===== src/rtl/chunked_serial_adder_if.sv =====
// Operand/result bundle for chunked_serial_adder: the requester drives start and operands,
// and the adder returns its registered result together with busy/done.
interface chunked_serial_adder_if #(
  parameter int WIDTH = 8
);
  logic             start;
  logic [WIDTH-1:0] a;
  logic [WIDTH-1:0] b;
  logic             cin;
  logic             sub;
  logic [WIDTH-1:0] sum;
  logic             cout;
  logic             ovf;
  logic             busy;
  logic             done;

  modport master (
    output start, a, b, cin, sub,
    input  sum, cout, ovf, busy, done
  );

  modport slave (
    input  start, a, b, cin, sub,
    output sum, cout, ovf, busy, done
  );
endinterface


===== src/rtl/chunked_serial_adder.sv =====
// Multi-cycle adder/subtractor: captures operands, adds CHUNK bits per clock with a
// running carry, and publishes sum/cout/ovf together with a one-cycle done pulse.
module chunked_serial_adder #(
  parameter int WIDTH = 8,
  parameter int CHUNK = 2
) (
  input logic                  clk,
  input logic                  rst_n,
  chunked_serial_adder_if.slave bus
);
  localparam int NCH = WIDTH / CHUNK;
  localparam int CW  = $clog2(NCH + 1);

  typedef enum logic [1:0] {IDLE, RUN, DONE} state_t;

  state_t           state, state_nxt;
  logic [WIDTH-1:0] opa;
  logic [WIDTH-1:0] opb;
  logic             carry;
  logic [CW-1:0]    k;
  logic [WIDTH-1:0] psum;

  logic [CHUNK-1:0] ach;
  logic [CHUNK-1:0] bch;
  logic [CHUNK:0]   csum;
  logic [WIDTH-1:0] nsum;
  logic             last;

  // Current chunk slice and the partial-sum word with this chunk merged in.
  always_comb begin
    ach  = opa[int'(k) * CHUNK +: CHUNK];
    bch  = opb[int'(k) * CHUNK +: CHUNK];
    csum = {1'b0, ach} + {1'b0, bch} + {{CHUNK{1'b0}}, carry};
    nsum = psum;
    nsum[int'(k) * CHUNK +: CHUNK] = csum[CHUNK-1:0];
    last = (k == CW'(NCH - 1));
  end

  always_ff @(posedge clk or negedge rst_n) begin
    if (!rst_n) state <= IDLE;
    else        state <= state_nxt;
  end

  always_comb begin
    state_nxt = state;
    case (state)
      IDLE:    if (bus.start) state_nxt = RUN;
      RUN:     if (last)      state_nxt = DONE;
      DONE:    state_nxt = IDLE;
      default: state_nxt = IDLE;
    endcase
  end

  always_comb begin
    bus.busy = (state != IDLE);
    bus.done = (state == DONE);
  end

  // Subtraction is folded into capture (~b, carry-in 1) so RUN only ever adds.
  always_ff @(posedge clk or negedge rst_n) begin
    if (!rst_n) begin
      opa      <= '0;
      opb      <= '0;
      carry    <= 1'b0;
      k        <= '0;
      psum     <= '0;
      bus.sum  <= '0;
      bus.cout <= 1'b0;
      bus.ovf  <= 1'b0;
    end else begin
      case (state)
        IDLE: begin
          if (bus.start) begin
            opa   <= bus.a;
            opb   <= bus.sub ? ~bus.b : bus.b;
            carry <= bus.sub | bus.cin;
            k     <= '0;
            psum  <= '0;
          end
        end
        RUN: begin
          psum  <= nsum;
          carry <= csum[CHUNK];
          k     <= k + CW'(1);
          if (last) begin
            bus.sum  <= nsum;
            bus.cout <= csum[CHUNK];
            // Carry into the MSB is recovered from the MSB operand and sum bits.
            bus.ovf  <= opa[WIDTH-1] ^ opb[WIDTH-1] ^ nsum[WIDTH-1] ^ csum[CHUNK];
          end
        end
        default: ;
      endcase
    end
  end
endmodule


===== src/flat_wrapper.sv =====
// flat-port wrapper written by rule: the top's interface ports become plain ports
module chunked_serial_adder_flat 
#(
  parameter int WIDTH = 8,
  parameter int CHUNK = 2
)
  (clk, rst_n, bus_start, bus_a, bus_b, bus_cin, bus_sub, bus_sum, bus_cout, bus_ovf, bus_busy, bus_done);
  chunked_serial_adder_if #(.WIDTH(WIDTH)) bus_i ();
  input logic clk;
  input logic rst_n;
  input wire logic [$bits(bus_i.start)-1:0] bus_start;
  input wire logic [$bits(bus_i.a)-1:0] bus_a;
  input wire logic [$bits(bus_i.b)-1:0] bus_b;
  input wire logic [$bits(bus_i.cin)-1:0] bus_cin;
  input wire logic [$bits(bus_i.sub)-1:0] bus_sub;
  output wire logic [$bits(bus_i.sum)-1:0] bus_sum;
  output wire logic [$bits(bus_i.cout)-1:0] bus_cout;
  output wire logic [$bits(bus_i.ovf)-1:0] bus_ovf;
  output wire logic [$bits(bus_i.busy)-1:0] bus_busy;
  output wire logic [$bits(bus_i.done)-1:0] bus_done;
  assign bus_i.start = bus_start;
  assign bus_i.a = bus_a;
  assign bus_i.b = bus_b;
  assign bus_i.cin = bus_cin;
  assign bus_i.sub = bus_sub;
  assign bus_sum = bus_i.sum;
  assign bus_cout = bus_i.cout;
  assign bus_ovf = bus_i.ovf;
  assign bus_busy = bus_i.busy;
  assign bus_done = bus_i.done;
  chunked_serial_adder #(.WIDTH(WIDTH), .CHUNK(CHUNK)) u_core (.clk(clk), .rst_n(rst_n), .bus(bus_i));
endmodule

===== config.mk =====
export PLATFORM = sky130hd
export DESIGN_NAME = chunked_serial_adder_flat
export DESIGN_NICKNAME = d
export VERILOG_FILES = /design/src/rtl/chunked_serial_adder_if.sv /design/src/rtl/chunked_serial_adder.sv /design/src/flat_wrapper.sv
export SDC_FILE = /design/constraint.sdc
export NUM_CORES = 1
export LEC_CHECK = 0
export BUFFER_PORTS_ARGS = -buffer_cell sky130_fd_sc_hd__buf_2
export CORE_ASPECT_RATIO = 1.1
export CORE_MARGIN = 2
export CORE_UTILIZATION = 50
export CTS_CLUSTER_SIZE = 14
export DETAILED_ROUTE_END_ITERATION = 12
export GPL_TIMING_DRIVEN = 1
export PLACE_DENSITY = 0.79
export SYNTH_ARGS = -nofsm -noshare
export SYNTH_HDL_FRONTEND = slang
export SYNTH_SLANG_ARGS = --single-unit

===== constraint.sdc =====
create_clock -name clk -period 2.82 [get_ports clk]
set_input_delay 0.564 -clock clk [delete_from_list [all_inputs] [get_ports clk]]
set_output_delay 0.564 -clock clk [all_outputs]
set_load 0.01 [all_outputs]

==> results.toml <==
[outcome]
status = "completed"

[place]
placedInstanceArea_mm2 = 0.002268
post-dp-hpwl_um = 2764
port_buffers = 32
final_estimated_routing_congestion_in_global_placement = 0.8195

[synthesis]
yosysTopAreaCell = "sky130_fd_sc_hd__dfrtp_1"
ys_seq_elements = 40
yosysUniqueCellTypes = 41
synthArstFlopShare = 1.000
mappedNetlistArea_mm2 = 0.002076
synthesis.nets = 209
synthesis.instances = 179
most_used_standard_cell_by_instance_count_after_synthesis = "sky130_fd_sc_hd__dfrtp_1"
ys_dominant_reg_cell = "sky130_fd_sc_hd__dfrtp_1"
synth_top_cells_by_area = "sky130_fd_sc_hd__dfrtp_1, sky130_fd_sc_hd__nand2_1, sky130_fd_sc_hd__mux4_2, sky130_fd_sc_hd__ha_1, sky130_fd_sc_hd__xnor2_1"
yosysWarnings = 0
fraction_of_synthesized_cell_area_taken_by_the_top_area_cell_type = 0.4822
number_of_enable_type_register_cells_in_the_synthesized_netlist = 0
synth_seq_area_share = 0.4822
per_instance_average_area_after_synthesis_um2 = 11.60
synth_common_cells = "sky130_fd_sc_hd__dfrtp_1, sky130_fd_sc_hd__nand2_1, sky130_fd_sc_hd__nor2_1, sky130_fd_sc_hd__o21ai_0, sky130_fd_sc_hd__xnor2_1"

[routing]
ant_nets = 0
drc_errors = 0
viasPerCell = 5.261
num_vias = 1410
post_drt_wl_per_cell_um = 13.91
initialDrtViolationCount = 47
drt-total-wl_um = 3727
detail_route.first_pass.iterations = 4

[sta]
clock_skew_ps = 9.022
period_share = 0.9416
fmax_mhz = 376.6
setup_viol = 0
maxSlewViolCount = 0
grt_setup_unrepaired = "no"
post-route-min-period_ps = 2655
hold_ws_ps = 383.6
setup_tns_ps = 0
worst_slew_margin_rel = 0.4234
worst_slew_pin_slew_ps = 865.0
hold_violations = 0

[run]
maxCapViolations = 0

[finish]
number_of_nets_in_the_layout = 245
diodes = 0
stdcell_area_mm2 = 0.002360
post_layout_utilization_of_the_core = 0.5953
post_route_cells_drive_above_1_share = 0.3102
area_growth_syn_to_fin_pct = 13.68

[worst_setup_path]
cp-startpoint = "u_core.k[0]$_DFFE_PN0P_"
worst_setup_path_end_kind = "flip-flop"
reg2reg_setup_slack_ps = 160
crit_type = "reg2reg"
timing.rr.start = "u_core.k[0]$_DFFE_PN0P_"
crit_fanout = 4
crit_path_end = "u_core.bus.ovf$_DFFE_PN0P_"
worstRegToRegCells = 8
cp-start-kind = "flip-flop"
timing.critical_path.arrival_ps = 2820
critical_path.reg2reg.endpoint = "u_core.bus.ovf$_DFFE_PN0P_"
critPathRequiredTime_ps = 2990

[floorplanning]
start_util = 0.5237
die_w_um = 65.44
floorplan.io_pins = 33
placeableCoreArea_mm2 = 0.003964
fp-row-count = 24
total_die_area_mm2 = 0.004684
floorplan_die_height_um = 71.58

[global_route]
global_route.usage.total = 0.1815
antenna_violations_before_repair = 0
grt_pass1_wl_um = 6486
pin_count_of_the_biggest_net_entering_global_routing = 41
grt-ovfl-total = 0
grt_pass1_vias = 1390

[pwr]
power.density_mw_per_mm2 = 1249
worst_ir_drop_vdd_mv = 0.6652
total_power_mw = 2.947
power_leakage_nw = 1.100

[clock_tree]
numCtsBuffers = 5
tritoncts = "built"
post_cts_resize_count = 0
htree_levels = 2
ctsHoldBuffers = 0
postCtsSetupRepairBufs = 0
ctsRootBufferMaster = "sky130_fd_sc_hd__clkbuf_8"
clock_latency_reported_for_the_late_side_of_the_worst_skew_pair_ps = 290
clk_pin_slew_ps = 80
cts_buffer_depth = 2
clkSinkCount = 40

[hold_path]
min_path_type = "in2async"
==> power by group <==
group / switching [mW] / leakage [nW] / total [mW] / internal (mW)
clock network: 0.185 / 0.0455 / 0.385 / 0.199
logic: 0.860 / 0.554 / 1.58 / 0.720
registers: 0.164 / 0.501 / 0.982 / 0.818
==> cell type report <==
| type | count | area [um^2] |
|---|---|---|
| clock buffers | 8 | 90.09 |
| flip-flops and latches | 40 | 1002 |
| fillers | 363 | 1604 |
| multi-input cells | 127 | 993.5 |
| inverters | 5 | 18.77 |
| well taps | 52 | 65.06 |
| repair buffers | 36 | 190.2 |
==> flip-flops by register name (all words and copies together) (netlist names) <==
| register | flops |
|---|---|
| u_core.psum | 8 |
| u_core.state | 2 |
| u_core.bus.sum | 8 |
| u_core.opb | 8 |
| u_core.bus.cout | 1 |
| u_core.carry | 1 |
| u_core.bus.ovf | 1 |
| u_core.opa | 8 |
| u_core.k | 3 |
==> critical path, stage by stage (launching register included) <==
cell and delay [ps]:
sky130_fd_sc_hd__dfrtp_2 420, sky130_fd_sc_hd__mux4_2 500, sky130_fd_sc_hd__and2_1 180, sky130_fd_sc_hd__fa_1 420, sky130_fd_sc_hd__fa_1 440, sky130_fd_sc_hd__xor2_1 180, sky130_fd_sc_hd__xnor2_1 190, sky130_fd_sc_hd__xnor2_1 140
sky130_fd_sc_hd__o21ai_1 70
==> routing by layer <==
metal	share of wire	vias to the layer above	GRT usage
met1	0.43	676	0.2300
met4	0.011	0	0.06019
met5	0	-	0
met3	0.047	4	0.05181
li1	-	695	-
met2	0.51	35	0.3005
==> worst min path at each step <==
stage	to	start	slack, ps
2_1_floorplan	u_core.bus.cout$_DFFE_PN0P_	rst_n	270
3_3_place_gp	u_core.bus.sum[2]$_DFFE_PN0P_	u_core.bus.sum[2]$_DFFE_PN0P_	460
3_5_place_dp	u_core.bus.sum[6]$_DFFE_PN0P_	u_core.bus.sum[6]$_DFFE_PN0P_	470
4_1_cts	u_core.bus.sum[4]$_DFFE_PN0P_	rst_n	410
5_1_grt	u_core.bus.sum[3]$_DFFE_PN0P_	rst_n	450
6_report	u_core.bus.sum[2]$_DFFE_PN0P_	rst_n	380
==> through the flow <==
step,setup WS [ps],instances
6_report,164.8,268
5_1_grt,31.17,268
4_1_cts,100.8,268
3_5_place_dp,106.9,260
3_3_place_gp,208.1,260
2_1_floorplan,150.6,179
==> kinds of logic (layout without fill, tap and decap cells) <==
kind of cell / after synthesis / in the layout / synth area share
AOI/OAI and AO/OA: 41 / 41 / 0.1326
and+or+nand+nor: 51 / 51 / 0.1326
adders and majority gates: 9 / 9 / 0.06148
buffers and inverters: 12 / 49 / 0.03918
xor gates and xnor gates: 11 / 11 / 0.04641
DFF: 40 / 40 / 0.4822
muxes: 15 / 15 / 0.1055
==> placed cells by master, fill, tap and decap left out, types with 2 or more instances in the layout <==
master                      Yosys  final
sky130_fd_sc_hd__and2_1         4      4
sky130_fd_sc_hd__xnor2_1       10     10
sky130_fd_sc_hd__mux2i_1        2      2
sky130_fd_sc_hd__a21oi_2        4      4
sky130_fd_sc_hd__mux4_2         4      4
sky130_fd_sc_hd__mux2_4         2      2
sky130_fd_sc_hd__o22ai_1        2      2
sky130_fd_sc_hd__o21ai_0       10     10
sky130_fd_sc_hd__inv_1          4      4
sky130_fd_sc_hd__o21ai_1        5      5
sky130_fd_sc_hd__a32o_1         2      2
sky130_fd_sc_hd__a21oi_1        4      4
sky130_fd_sc_hd__clkbuf_1       0      2
sky130_fd_sc_hd__a22oi_1        5      5
sky130_fd_sc_hd__buf_4          0      4
sky130_fd_sc_hd__mux2_2         7      7
sky130_fd_sc_hd__clkbuf_8       0      6
sky130_fd_sc_hd__fa_1           2      2
sky130_fd_sc_hd__nor2_1        10     10
sky130_fd_sc_hd__dfrtp_1       40     39
sky130_fd_sc_hd__ha_1           7      7
sky130_fd_sc_hd__o2bb2ai_1      2      2
sky130_fd_sc_hd__a21o_1         4      4
sky130_fd_sc_hd__buf_2          4     32
sky130_fd_sc_hd__nand2_1       25     25
Power figures use the tool's default switching activity.
